<file path="src/rtl/finv_arbiter.sv">
// finv_arbiter: round-robin sharing of one reciprocal mantissa core among NREQ FPU requesters,
// tagging each operand alongside the core latency and assembling the IEEE-754 reciprocal.
module finv_arbiter #(
    parameter int NREQ = 2,
    parameter int LAT  = 2
) (
    input  logic                 clk,
    input  logic                 rstn,
    input  logic                 flush,
    input  logic [NREQ-1:0]      req_valid,
    input  logic [32*NREQ-1:0]   req_data,
    output logic [NREQ-1:0]      req_ready,
    output logic [22:0]          core_x,
    input  logic [22:0]          core_y,
    output logic [NREQ-1:0]      rsp_valid,
    output logic [32*NREQ-1:0]   rsp_data,
    output logic [2:0]           inflight
);
    localparam int IW = $clog2(NREQ);
    localparam int TW = IW + 12;
    localparam logic [1:0] SP_NONE = 2'd0;
    localparam logic [1:0] SP_INF  = 2'd1;
    localparam logic [1:0] SP_ZERO = 2'd2;

    logic [IW-1:0]   ptr, gid, oid;
    logic            found, acc, os, omz;
    logic [31:0]     op, res;
    logic [8:0]      exp9;
    logic [7:0]      oe;
    logic [1:0]      sp, osp;
    logic [TW-1:0]   tag_in;
    logic [TW-1:0]   tg [LAT];
    logic [LAT-1:0]  tv;
    logic [NREQ-1:0] rv;

    // Scanning downward lets the lowest offset from ptr overwrite the others.
    always_comb begin
        gid = '0;
        found = 1'b0;
        for (int k = NREQ - 1; k >= 0; k--)
            if (req_valid[(int'(ptr) + k) % NREQ]) begin
                gid = IW'((int'(ptr) + k) % NREQ);
                found = 1'b1;
            end
    end

    assign acc       = found & rstn & ~flush;
    assign req_ready = acc ? (NREQ'(1) << gid) : '0;
    assign op        = req_data[32*gid +: 32];
    assign core_x    = acc ? op[22:0] : '0;

    // A borrow or zero result means the reciprocal underflows to zero.
    assign exp9   = ((op[22:0] == 23'h0) ? 9'd254 : 9'd253) - {1'b0, op[30:23]};
    assign sp     = (op[30:23] == 8'h00) ? SP_INF :
                    (op[30:23] == 8'hFF || exp9[8] || exp9 == 9'd0) ? SP_ZERO : SP_NONE;
    assign tag_in = {gid, op[31], exp9[7:0], op[22:0] == 23'h0, sp};

    assign {oid, os, oe, omz, osp} = tg[LAT-1];
    assign res = (osp == SP_INF)  ? {os, 8'hFF, 23'h0} :
                 (osp == SP_ZERO) ? {os, 31'h0} :
                 {os, oe, omz ? 23'h0 : core_y};
    assign rsp_valid = rv & ~{NREQ{flush}};

    always_ff @(posedge clk or negedge rstn) begin
        if (!rstn) begin
            ptr      <= '0;
            tv       <= '0;
            rv       <= '0;
            rsp_data <= '0;
            inflight <= '0;
            for (int k = 0; k < LAT; k++) tg[k] <= '0;
        end else begin
            if (acc) ptr <= (gid == IW'(NREQ - 1)) ? '0 : gid + 1'b1;
            tv[0] <= acc;
            tg[0] <= tag_in;
            for (int k = 1; k < LAT; k++) begin
                tv[k] <= tv[k-1] & ~flush;
                tg[k] <= tg[k-1];
            end
            rv <= '0;
            if (tv[LAT-1] && !flush) begin
                rv[oid] <= 1'b1;
                rsp_data[32*oid +: 32] <= res;
            end
            inflight <= flush ? 3'd0 : inflight + 3'(acc) - 3'(|rsp_valid);
        end
    end
endmodule

</file>
<file path="config.mk">
export PLATFORM = sky130hd
export DESIGN_NAME = finv_arbiter
export DESIGN_NICKNAME = d
export VERILOG_FILES = /design/src/rtl/finv_arbiter.sv
export SDC_FILE = /design/constraint.sdc
export NUM_CORES = 1
export LEC_CHECK = 0
export ABC_AREA = 1
export CAP_MARGIN = 20
export CORE_UTILIZATION = 37
export CTS_CLUSTER_SIZE = 8
export DETAILED_ROUTE_END_ITERATION = 10
export HOLD_SLACK_MARGIN = 0.08
export PLACE_DENSITY = 0.7
export SYNTH_ARGS = -nofsm -noshare
export SYNTH_HDL_FRONTEND = slang
export SYNTH_SLANG_ARGS = --single-unit
export TNS_END_PERCENT = 20
</file>
<file path="constraint.sdc">
create_clock -name clk -period 8 [get_ports clk]
set_input_delay 1.6 -clock clk [delete_from_list [all_inputs] [get_ports clk]]
set_output_delay 1.6 -clock clk [all_outputs]
set_load 0.01 [all_outputs]
</file>
Yosys cells after proc, flatten, opt, wreduce, memory -nomap -nowiden
Index checks and enable logic that the tools add are counted.

Logic and storage cells: 63. Input port bits: 92. Flip-flop bits (word level): 98. Output and inout bits: 94.

Shifts and indexed selects: 4. Bitwise gates (word level): 7. Equal/unequal tests: 3. Multiplexer cells: 23. $lt $le $gt $ge: 4. Add/subtract/negate cells: 6. Reductions and logical operators: 9.

Operators by type and width (number): $bwmux 64 (1); $shift 32x34->64 const A (1); $shiftx 32x34->64 (1); $shiftx 64x7->32 (1); $mux 31 (2); $mux 23 (2); $neg 6->34 (1); $logic_not 23->1 (1); $mux 1 (11); $mux 2 (5); $logic_not 9->1 (1); $sub 8x8->9 (1); $eq 8x8->1 const B (1); $logic_not 8->1 (1); $lt 1x2->1 const B (2); $add 3x1->3 (1); $and 1x1->1 (3); $lt 2x3->1 const B (1); $mux 3 (1); $sub 3x1->3 (1); $add 1x1->1 const B (2); $and 2x2->2 (1); $eq 2x1->1 const B (1); $eq 2x2->1 const B (1); other kinds (10) (12).

Logic depth before layout (Yosys ltp)
Gate-level depths: netlist of run 1.

Depth after elaboration: 15. Mapped depth: 24. Mapped depth without buffers: 23.

Least setup slack after synthesis of run 1
OpenSTA, ideal clock, no wires.

Kind: input port to output port. Start: in req_valid[1]. End: out core_x[15]. Cell stages on the path: 4. Buffers on the path: 2. Setup slack: 3.901 ns. Data arrival time: 2.499 ns. Cells stage by stage: buf_4 o211ai_2 clkbuf_1 nor2_1.

Cells in the longest elaborated chain, start to end: 8. Elaborated cells between the ends (all ways): 13. Classes of those cells: shift (1); mux (10); bitwise (2).

Ends and longest elaborated chain: start, declared (line 10) `input logic [NREQ-1:0] req_valid,`; branches (longest 7 deep; another with $shiftx 64x7->32); $mux 23 (*) (line 50) `assign core_x = acc ? op[22:0] : '0;`; end, declared (line 13) `output logic [22:0] core_x,`.

Every way passes the cells marked *. The select of a mux whose other input is x is not followed.

Worst setup path in the final report of run 1
Start: in req_valid[1]. End: out core_x[14].

Same word-level chain as after synthesis.

==> results of run 1 <==
[power breakdown]
group	switching (mW)	total (mW)	internal, mW
clock network	0.171	0.430	0.259
registers	0.0459	0.633	0.587
logic	0.194	0.428	0.234
total	0.411	1.49	1.08
[layer usage]
layer / up-vias / routed length [um] / share of wire (%) / global-route usage, %
li1: 2054 / - / - / -
met1: 1959 / 5110 / 41 / 23.4
met2: 200 / 5900 / 48 / 35.3
met3: 24 / 864 / 7.0 / 3.96
met4: 0 / 443 / 3.6 / 11.6
met5: - / 0 / 0 / 0
[synth_stat cells (2+ instances only)]
library cell and instances:
nor3_4 2, nand3_1 30, or2_1 3, fa_1 2, ha_1 4, buf_6 5
clkbuf_1 9, nand4_1 4, o21ai_0 57, a21oi_1 6, nand2_1 184, nor2_1 46
buf_4 2, o21ai_1 6, nand2_2 6, inv_1 41, nand3b_1 4, buf_2 9
mux2i_1 8, nand2_4 5, inv_2 4, dfrtp_1 98
[flip-flops by register name, indices dropped and copies added (netlist names)]
signal and cells:
osp 2, os 1, oe 8, inflight 3, ptr 1, tv 2
rv 2, oid 1, tg 13, omz 1, rsp_data 64
[stage by stage]
step	cells	total power, mW	utilization, %	instance area [um2]
6_report	889	1.49	56.5	6820
5_1_grt	889	1.57	56.5	6820
4_1_cts	887	1.51	56.2	6770
3_5_place_dp	871	1.07	53.7	6470
3_3_place_gp	871	1.06	53.7	6470
2_1_floorplan	543	0.814	-	4580
[cell type report]
class / count / area, um2 / area share (%)
flip-flops and latches: 98 / 2450 / 36.0
repair buffers: 189 / 1910 / 28.0
multi-input cells: 373 / 1780 / 26.1
clock buffers: 14 / 264 / 3.87
well taps: 168 / 210 / 3.08
inverters: 45 / 169 / 2.48
clock inverters: 2 / 35.0 / 0.514
[worst max-delay path, cell delays in order]
cell and delay, ps:
clkdlybuf4s50_1 600, nand2_4 490, inv_2 230, o21ai_0 430, nor2_1 90, clkdlybuf4s50_1 500
[worst min-delay path by stage]
stage	from	end	slack (ps)	cells past startpoint
after global placement	tg[13]	osp[0]	330	0
after detailed placement	tg[17]	oe[1]	330	0
after CTS	tg[17]	oe[1]	350	0
final	tg[23]	oe[7]	350	0
after global routing	tg[18]	oe[2]	360	0
after floorplan	tg[16]	oe[0]	330	0
[kinds of logic (layout without fill, tap and decap cells)]
logic type | after synthesis | count (layout)
simple gates | 287 | 287
compound gates | 71 | 71
xor+xnor | 1 | 1
flops | 98 | 98
fa+ha+maj | 6 | 6
mux | 8 | 8
buf+inv | 72 | 250
==> summary.txt, run 1 <==
Run status
  • Status: finished, final reports clean

Finish
  • Area growth syn-to-layout: 48.7%
  • Ratio of cells with drive above 1 in the final layout: 5.41%
  • Filler cells: 1084
  • # diodes: 0
  • Most frequent cells in the layout: nand2_1 (184), clkdlybuf4s50_1 (184), dfrtp_1 (98), o21ai_0 (57), nor2_1 (46)
  • Final #Nets: 814

Timing
  • Relative slew slack: 43.5%
  • FMAX: 180 MHz
  • Final worst path period share: 69.4%
  • Crit path time final: 5560 ps
  • Slew @ Worst Pin: 846 ps
  • Hold WS: 347 ps
  • Final hold violation count: 0
  • Setup violators final: 0
  • Final worst slack: 2440 ps
  • RSZ-0062 raised after global routing: no
  • Sum of negative setup slack: 0 ps
  • Pins over their slew limit: 0
  • Skew final: 5.79 ps

Global routing
  • Largest net degree at the start of global routing: 57
  • Grt total ovfl: 0
  • First-pass GRT wire length: 20300 um
  • Total track usage: 20.3%
  • Vias in the first global route: 4325
  • Initial antenna violation count: 0

Setup path
  • Crit Path Max Fanout: 48
  • Kind of critical path: input pin to primary output
  • Worst Setup End Kind: primary output
  • Crit path to: core_x[14]
  • Worst Setup SP: req_valid[1]
  • Reg2Reg Launch Point: ptr
  • Crit start category: input pin
  • Critical path data required time: 6400 ps
  • Flop-to-flop setup slack: 4490 ps
  • Critical R2R Capture: tg[14]
  • CP Data Arrival Time: 3960 ps
  • Worst reg2reg path depth: 20

Place
  • Hpwl dp: 9250 um
  • Worst slack, placed: 2420 ps
  • Placer congestion estimate: 0.964
  • Port Buffers: 185

Synth
  • Async set-reset flop share out of synthesis: 100%
  • Post-Synth Simple-Gate Area: 26.9%
  • Syn_nets: 641
  • Yosys cell types: 30
  • Number of synthesis warnings: 0
  • Synth top area share: 53.5%
  • Post-synthesis sequential area ratio: 53.5%
  • Syn Area/Cell: 8.44 um2
  • Synth Area in Adders: 1.97%
  • Main synth FF type: dfrtp_1
  • Xor-xnor portion of the synthesized cell area: 0.191%
  • #FFs+latches synth: 98
  • Synth Area in Compound Gates: 8.00%
  • Area leader, netlist: dfrtp_1
  • Post-synth EDFFs: 0
  • Largest family of logic cells by synthesized area: simple AND/OR/NAND/NOR gates
  • Mux contribution to synthesized area: 1.75%
  • Synthesized instance count: 543
  • Synthesized cell area: 0.00458 mm2
  • Synth area leaders: dfrtp_1 (53%), nand2_1 (15%), o21ai_0 (6.2%)

Floorplan
  • Starting Density: 38.0%
  • Ports: 186
  • Die width: 113 um
  • Die height: 113 um
  • Core ar.: 0.0121 mm2
  • Die Area: 0.0128 mm2
  • Std cell rows: 40

Power and ir drop
  • Leakage power: 3.26 nW
  • Maximum VDD drop: 0.117 mV
  • PwrDens: 219 mW/mm2

Clock tree
  • Post-CTS Setup Bufs: 0
  • CTS max path bufs: 2
  • Cts hold-fix bufs: 0
  • H-tree level count: 3
  • CTS Sinks: 98
  • Clk Latency, worst-skew pair: 340 ps
  • CTS tree: yes
  • Clock root cell: clkbuf_16
  • Post-cts resize count: 0
  • Clock transition at path regs: 60 ps
  • CTS buffer count: 9

Detailed routing
  • Routed wire length: 12300 um
  • DR pass1 iterations: 7
  • DRT iter0 DRCs: 373
  • DR vias: 4237
  • Wire per inst: 13.9 um
  • Residual DRC: 0
  • Via/cell ratio: 4.77
  • ANT nets after route: 0

Run
  • Max Cap Viol: 0

Min path
  • HP Class: register to register
Power figures use the tool's default switching activity.
==> inputs of run 2 (changes only) <==
Settings changed: PLACE_DENSITY 0.7 to 0.73.
Clock period 8 ns to 4.79 ns, I/O delays scaled along.
==> summary.txt, run 2 (synthesis gave the netlist of run 1 again) <==
Run status
  • Status: finished, final reports clean

Finish
  • # diodes: 0
  • Area growth syn-to-layout: 47.9%
  • Final #Nets: 814
  • Post-route design area: 0.00678 mm2
  • Ratio of cells with drive above 1 in the final layout: 5.28%
  • Number of flip-flops in the largest register: 64
  • Most frequent cells in the layout: nand2_1 (184), clkdlybuf4s50_1 (184), dfrtp_1 (98), o21ai_0 (57), nor2_1 (46)
  • Top reg by flops: rsp_data

Global routing
  • Largest net degree at the start of global routing: 65
  • Vias in the first global route: 4121
  • Total track usage: 19.4%
  • First-pass GRT wire length: 19400 um
  • Grt total ovfl: 0
  • Initial antenna violation count: 0

Setup path
  • Critical path data required time: 3830 ps
  • Worst path top cell family by delay: buffers and inverters
  • Worst Setup End Kind: primary output
  • Worst Setup SP: req_valid[1]
  • Critical-path cell list: clkdlybuf4s50_1 -> nand2_4 -> inv_2 -> nand2_1 -> nand2_1 -> inv_1 -> nor2_1 -> clkdlybuf4s50_1
  • Reg2Reg Launch Point: ptr
  • CP bufs+invs: 4
  • Slowest-stage cell, CP: clkdlybuf4s50_1
  • Crit start category: input pin
  • CP Data Arrival Time: 3260 ps
  • Kind of critical path: input pin to primary output
  • Critical path's largest stage delay: 720 ps
  • Crit Path Max Fanout: 48

Run
  • Max Cap Viol: 0

Power and ir drop
  • P_sw: 0.676 mW
  • Sequential share of power: 42.9%
  • Leakage power: 3.24 nW
  • Clock power frac: 28.2%
  • Int Power: 1.79 mW
  • Logic pwr share: 28.8%
  • Maximum VDD drop: 0.194 mV
  • PwrDens: 363 mW/mm2
  • Switch share: 27.4%

Timing
  • Slew @ Worst Pin: 1070 ps
  • Crit path time final: 4220 ps
  • Final hold violation count: 0
  • RSZ-0062 raised after global routing: no
  • Final worst path period share: 88.1%
  • FMAX: 237 MHz
  • Skew final: 5.81 ps
  • Setup violators final: 0
  • Hold WS: 346 ps
  • Pins over their slew limit: 0
  • Sum of negative setup slack: 0 ps
  • Relative slew slack: 28.3%

Detailed routing
  • Via/cell ratio: 4.74
  • Routed wire length: 12000 um
  • DRT iter0 DRCs: 280
  • DR pass1 iterations: 4
  • ANT nets after route: 0
  • Residual DRC: 0
  • DR vias: 4212
  • Wire per inst: 13.5 um

Clock tree
  • H-tree level count: 3
  • CTS buffer count: 9
  • CTS tree: yes
  • Cts hold-fix bufs: 0
  • Clk Latency, worst-skew pair: 330 ps
  • CTS Sinks: 98
  • CTS max path bufs: 2
  • Clock root cell: clkbuf_16
  • Clock transition at path regs: 60 ps
  • Post-CTS Setup Bufs: 0
  • Post-cts resize count: 0

Floorplan
  • Std cell rows: 40
  • Die Area: 0.0128 mm2
  • Die width: 113 um
  • Die height: 113 um
  • Core ar.: 0.0121 mm2
  • Starting Density: 38.0%
  • Ports: 186

Place
  • Port Buffers: 185
  • Placed Area: 0.00648 mm2
  • Placer congestion estimate: 0.856
  • Hpwl dp: 8990 um

Min path
  • HP Class: register to register
  • Hold path startpoint: tg[16]
run 2: worst paths after layout:
check / end / slack [ps] / cells past startpoint
min in group asynchronous: rsp_data[50] / 590 / 1
min: oe[0] / 350 / 0
min reg2reg: oe[0] / 350 / 0
max: core_x[17] / 570 / 8
max in group asynchronous: rsp_data[24] / 3030 / 2
max reg2reg: tg[14] / 1560 / 20
run 2: per-stage QoR:
stage	total power, mW	instances	utilization (%)	setup slack, ps
2_1_floorplan	1.36	543	-	1630
6_report	2.46	888	56.2	572
3_3_place_gp	1.77	872	53.7	407
4_1_cts	2.50	887	56.1	561
3_5_place_dp	1.79	872	53.7	386
5_1_grt	2.60	888	56.2	316
run 2: cell type report:
cell class / count / area (um2)
multi-input combinational: 373 / 1780
inverter: 45 / 169
tap: 168 / 210
timing repair buffer: 189 / 1880
clock buffer: 13 / 250
fill: 1116 / 5280
sequential: 98 / 2450
clock inverter: 2 / 37.5
run 2: power by group through the flow:
stage / clock network (mW) / logic, mW / registers (mW)
2_1_floorplan: 0 / 0.231 / 1.13
3_3_place_gp: 0 / 0.703 / 1.07
3_5_place_dp: 0 / 0.715 / 1.07
4_1_cts: 0.720 / 0.717 / 1.06
5_1_grt: 0.750 / 0.779 / 1.08
6_report: 0.695 / 0.711 / 1.06
run 2: routing by layer:
layer | track usage [%] | vias to the layer above | part of all wire [%]
li1 | - | 2052 | -
met1 | 22.7 | 1944 | 41
met2 | 33.7 | 197 | 48
met3 | 4.28 | 19 | 8.2
met4 | 9.30 | 0 | 2.4
met5 | 0 | - | 0
==> inputs of run 3 (changes only) <==
Settings changed: CORE_UTILIZATION 37 to 25, CTS_CLUSTER_DIAMETER from default to 80, PLACE_DENSITY 0.73 to default, RECOVER_POWER from default to 100.
==> summary.txt, run 3 (synthesis gave the netlist of run 1 again) <==
Finish
  • Most frequent cells in the layout: nand2_1 (185), dfrtp_1 (98), dlygate4sd3_1 (93), clkdlybuf4s50_1 (91), o21ai_0 (58)
  • Area growth syn-to-layout: 50.6%
  • Non-Filler Instances: 953
  • Top reg by flops: rsp_data
  • Number of flip-flops in the largest register: 64
  • Post-route design area: 0.00690 mm2
  • Core Util, Final: 38.4%
  • Final #Nets: 816
  • Filler cells: 1863
  • Commonest non-fill, non-tap cell in the layout: nand2_1
  • Ratio of cells with drive above 1 in the final layout: 4.84%

Clock tree
  • CTS Sinks: 98
  • Clk Latency, worst-skew pair: 340 ps
  • Clock transition at path regs: 60 ps
  • Clock root cell: clkbuf_16
  • CTS max path bufs: 2
  • CTS buffer count: 9
  • CTS tree: yes
  • Cts hold-fix bufs: 0
  • Post-cts resize count: 0
  • Post-CTS Setup Bufs: 0
  • H-tree level count: 3

Global routing
  • Met3 usage: 4.38%
  • Vias in the first global route: 3990
  • First-pass GRT wire length: 20000 um
  • Grt met2 use: 21.9%
  • Total track usage: 13.8%
  • Largest net degree at the start of global routing: 57
  • Grt total ovfl: 0
  • M1 GR Usage: 17.2%
  • Gr busiest metal: met2
  • Initial antenna violation count: 1

Power and ir drop
  • Maximum VDD drop: 0.217 mV
  • P_sw: 0.694 mW
  • Int Power: 1.88 mW
  • Leakage power: 3.47 nW
  • Switch share: 26.9%
  • Logic pwr share: 25.5%
  • Clock power frac: 33.8%
  • PwrDens: 373 mW/mm2
  • Sequential share of power: 40.6%
  • Overall Power: 2.57 mW

Setup path
  • Crit start category: input pin
  • CP Data Arrival Time: 3400 ps
  • Worst path top cell family by delay: buffers and inverters
  • Critical path data required time: 3830 ps
  • Kind of critical path: input pin to primary output
  • Worst Setup End Kind: primary output
  • Critical-path cell list: dlygate4sd3_1 -> o211ai_1 -> buf_4 -> nor2_1 -> dlygate4sd3_1
  • Crit Path Max Fanout: 19
  • CP bufs+invs: 3
  • Crit path top cell by count: dlygate4sd3_1
  • Critical path's largest stage delay: 690 ps
  • Slowest-stage cell, CP: o211ai_1

Detailed routing
  • Wire per inst: 13.4 um
  • Routed wire length: 12700 um
  • Residual DRC: 0
  • ANT nets after route: 0
  • DRT iter0 DRCs: 101
  • DR vias: 4108
  • Via/cell ratio: 4.31
  • DR pass1 iterations: 4

Timing
  • FMAX: 229 MHz
  • Final hold violation count: 0
  • Pins over their slew limit: 103
  • Skew final: 9.42 ps
  • Crit path time final: 4360 ps
  • Setup violators final: 0
  • Final worst slack: 428 ps
  • Sum of negative setup slack: 0 ps
  • Hold WS: 347 ps
  • Final worst path period share: 91.1%
  • Relative slew slack: -56.6%
  • RSZ-0062 raised after global routing: no
  • Slew @ Worst Pin: 2350 ps

Floorplan
  • Die Area: 0.0189 mm2
  • Die height: 137 um
  • Ports: 186
  • Starting Density: 25.5%
  • Die width: 137 um
  • Std cell rows: 49
  • Core ar.: 0.0180 mm2

Run status
  • Status: finished, violations left
  • Failing checks: capacitance limit, slew limit

Place
  • Inst Count DP: 936
  • Placed Area: 0.00658 mm2
  • Worst slack, placed: 505 ps
  • Placer congestion estimate: 0.804
  • Hpwl dp: 9340 um
  • Port Buffers: 185

Min path
  • HP Class: register to register

Run
  • Max Cap Viol: 2
-- run 3: cell count changes in the layout (fill, tap and decap cells not counted), sizes merged --
cell and delta:
bufinv +3, clkdlybuf4s50 -93, clkinv +2, buf -2, clkinvlp -1, inv +1, dlygate4sd3 +93, diode +1
-- run 3: path summary, 6_finish.rpt --
check / to / cells after the start / from / slack (ps)
max: core_x[11] / 5 / req_valid[1] / 430
min: osp[1] / 0 / tg[14] / 350
max reg2reg: tg[14] / 18 / ptr / 1500
min reg2reg: osp[1] / 0 / tg[14] / 350
max in group asynchronous: rsp_data[37] / 3 / rstn / 1490
min in group asynchronous: rsp_data[24] / 2 / rstn / 1550
-- run 3: area by class of cell --
cell class,count,area (um2),share of cell area [%]
antenna,1,2.50,0.0363
clock buffer,9,225,3.26
clock inverter,7,139,2.01
inverter,45,169,2.45
multi-input combinational,373,1750,25.3
sequential,98,2450,35.5
tap,229,287,4.15
timing repair buffer,191,1880,27.2
-- run 3: metal layers --
| metal | vias up | part of all wire [%] |
|---|---|---|
| met5 | - | 0 |
| met4 | 0 | 2.5 |
| met3 | 18 | 9.9 |
| met2 | 189 | 42 |
| met1 | 1844 | 46 |
| li1 | 2057 | - |
-- run 3: power by group through the flow --
stage / sequential, mW / clock (mW) / combinational (mW)
after floorplan: 1.13 / 0 / 0.231
after global placement: 1.06 / 0 / 0.717
after detailed placement: 1.07 / 0 / 0.722
after CTS: 1.05 / 0.900 / 0.723
after global routing: 1.07 / 0.932 / 0.738
final: 1.05 / 0.871 / 0.657
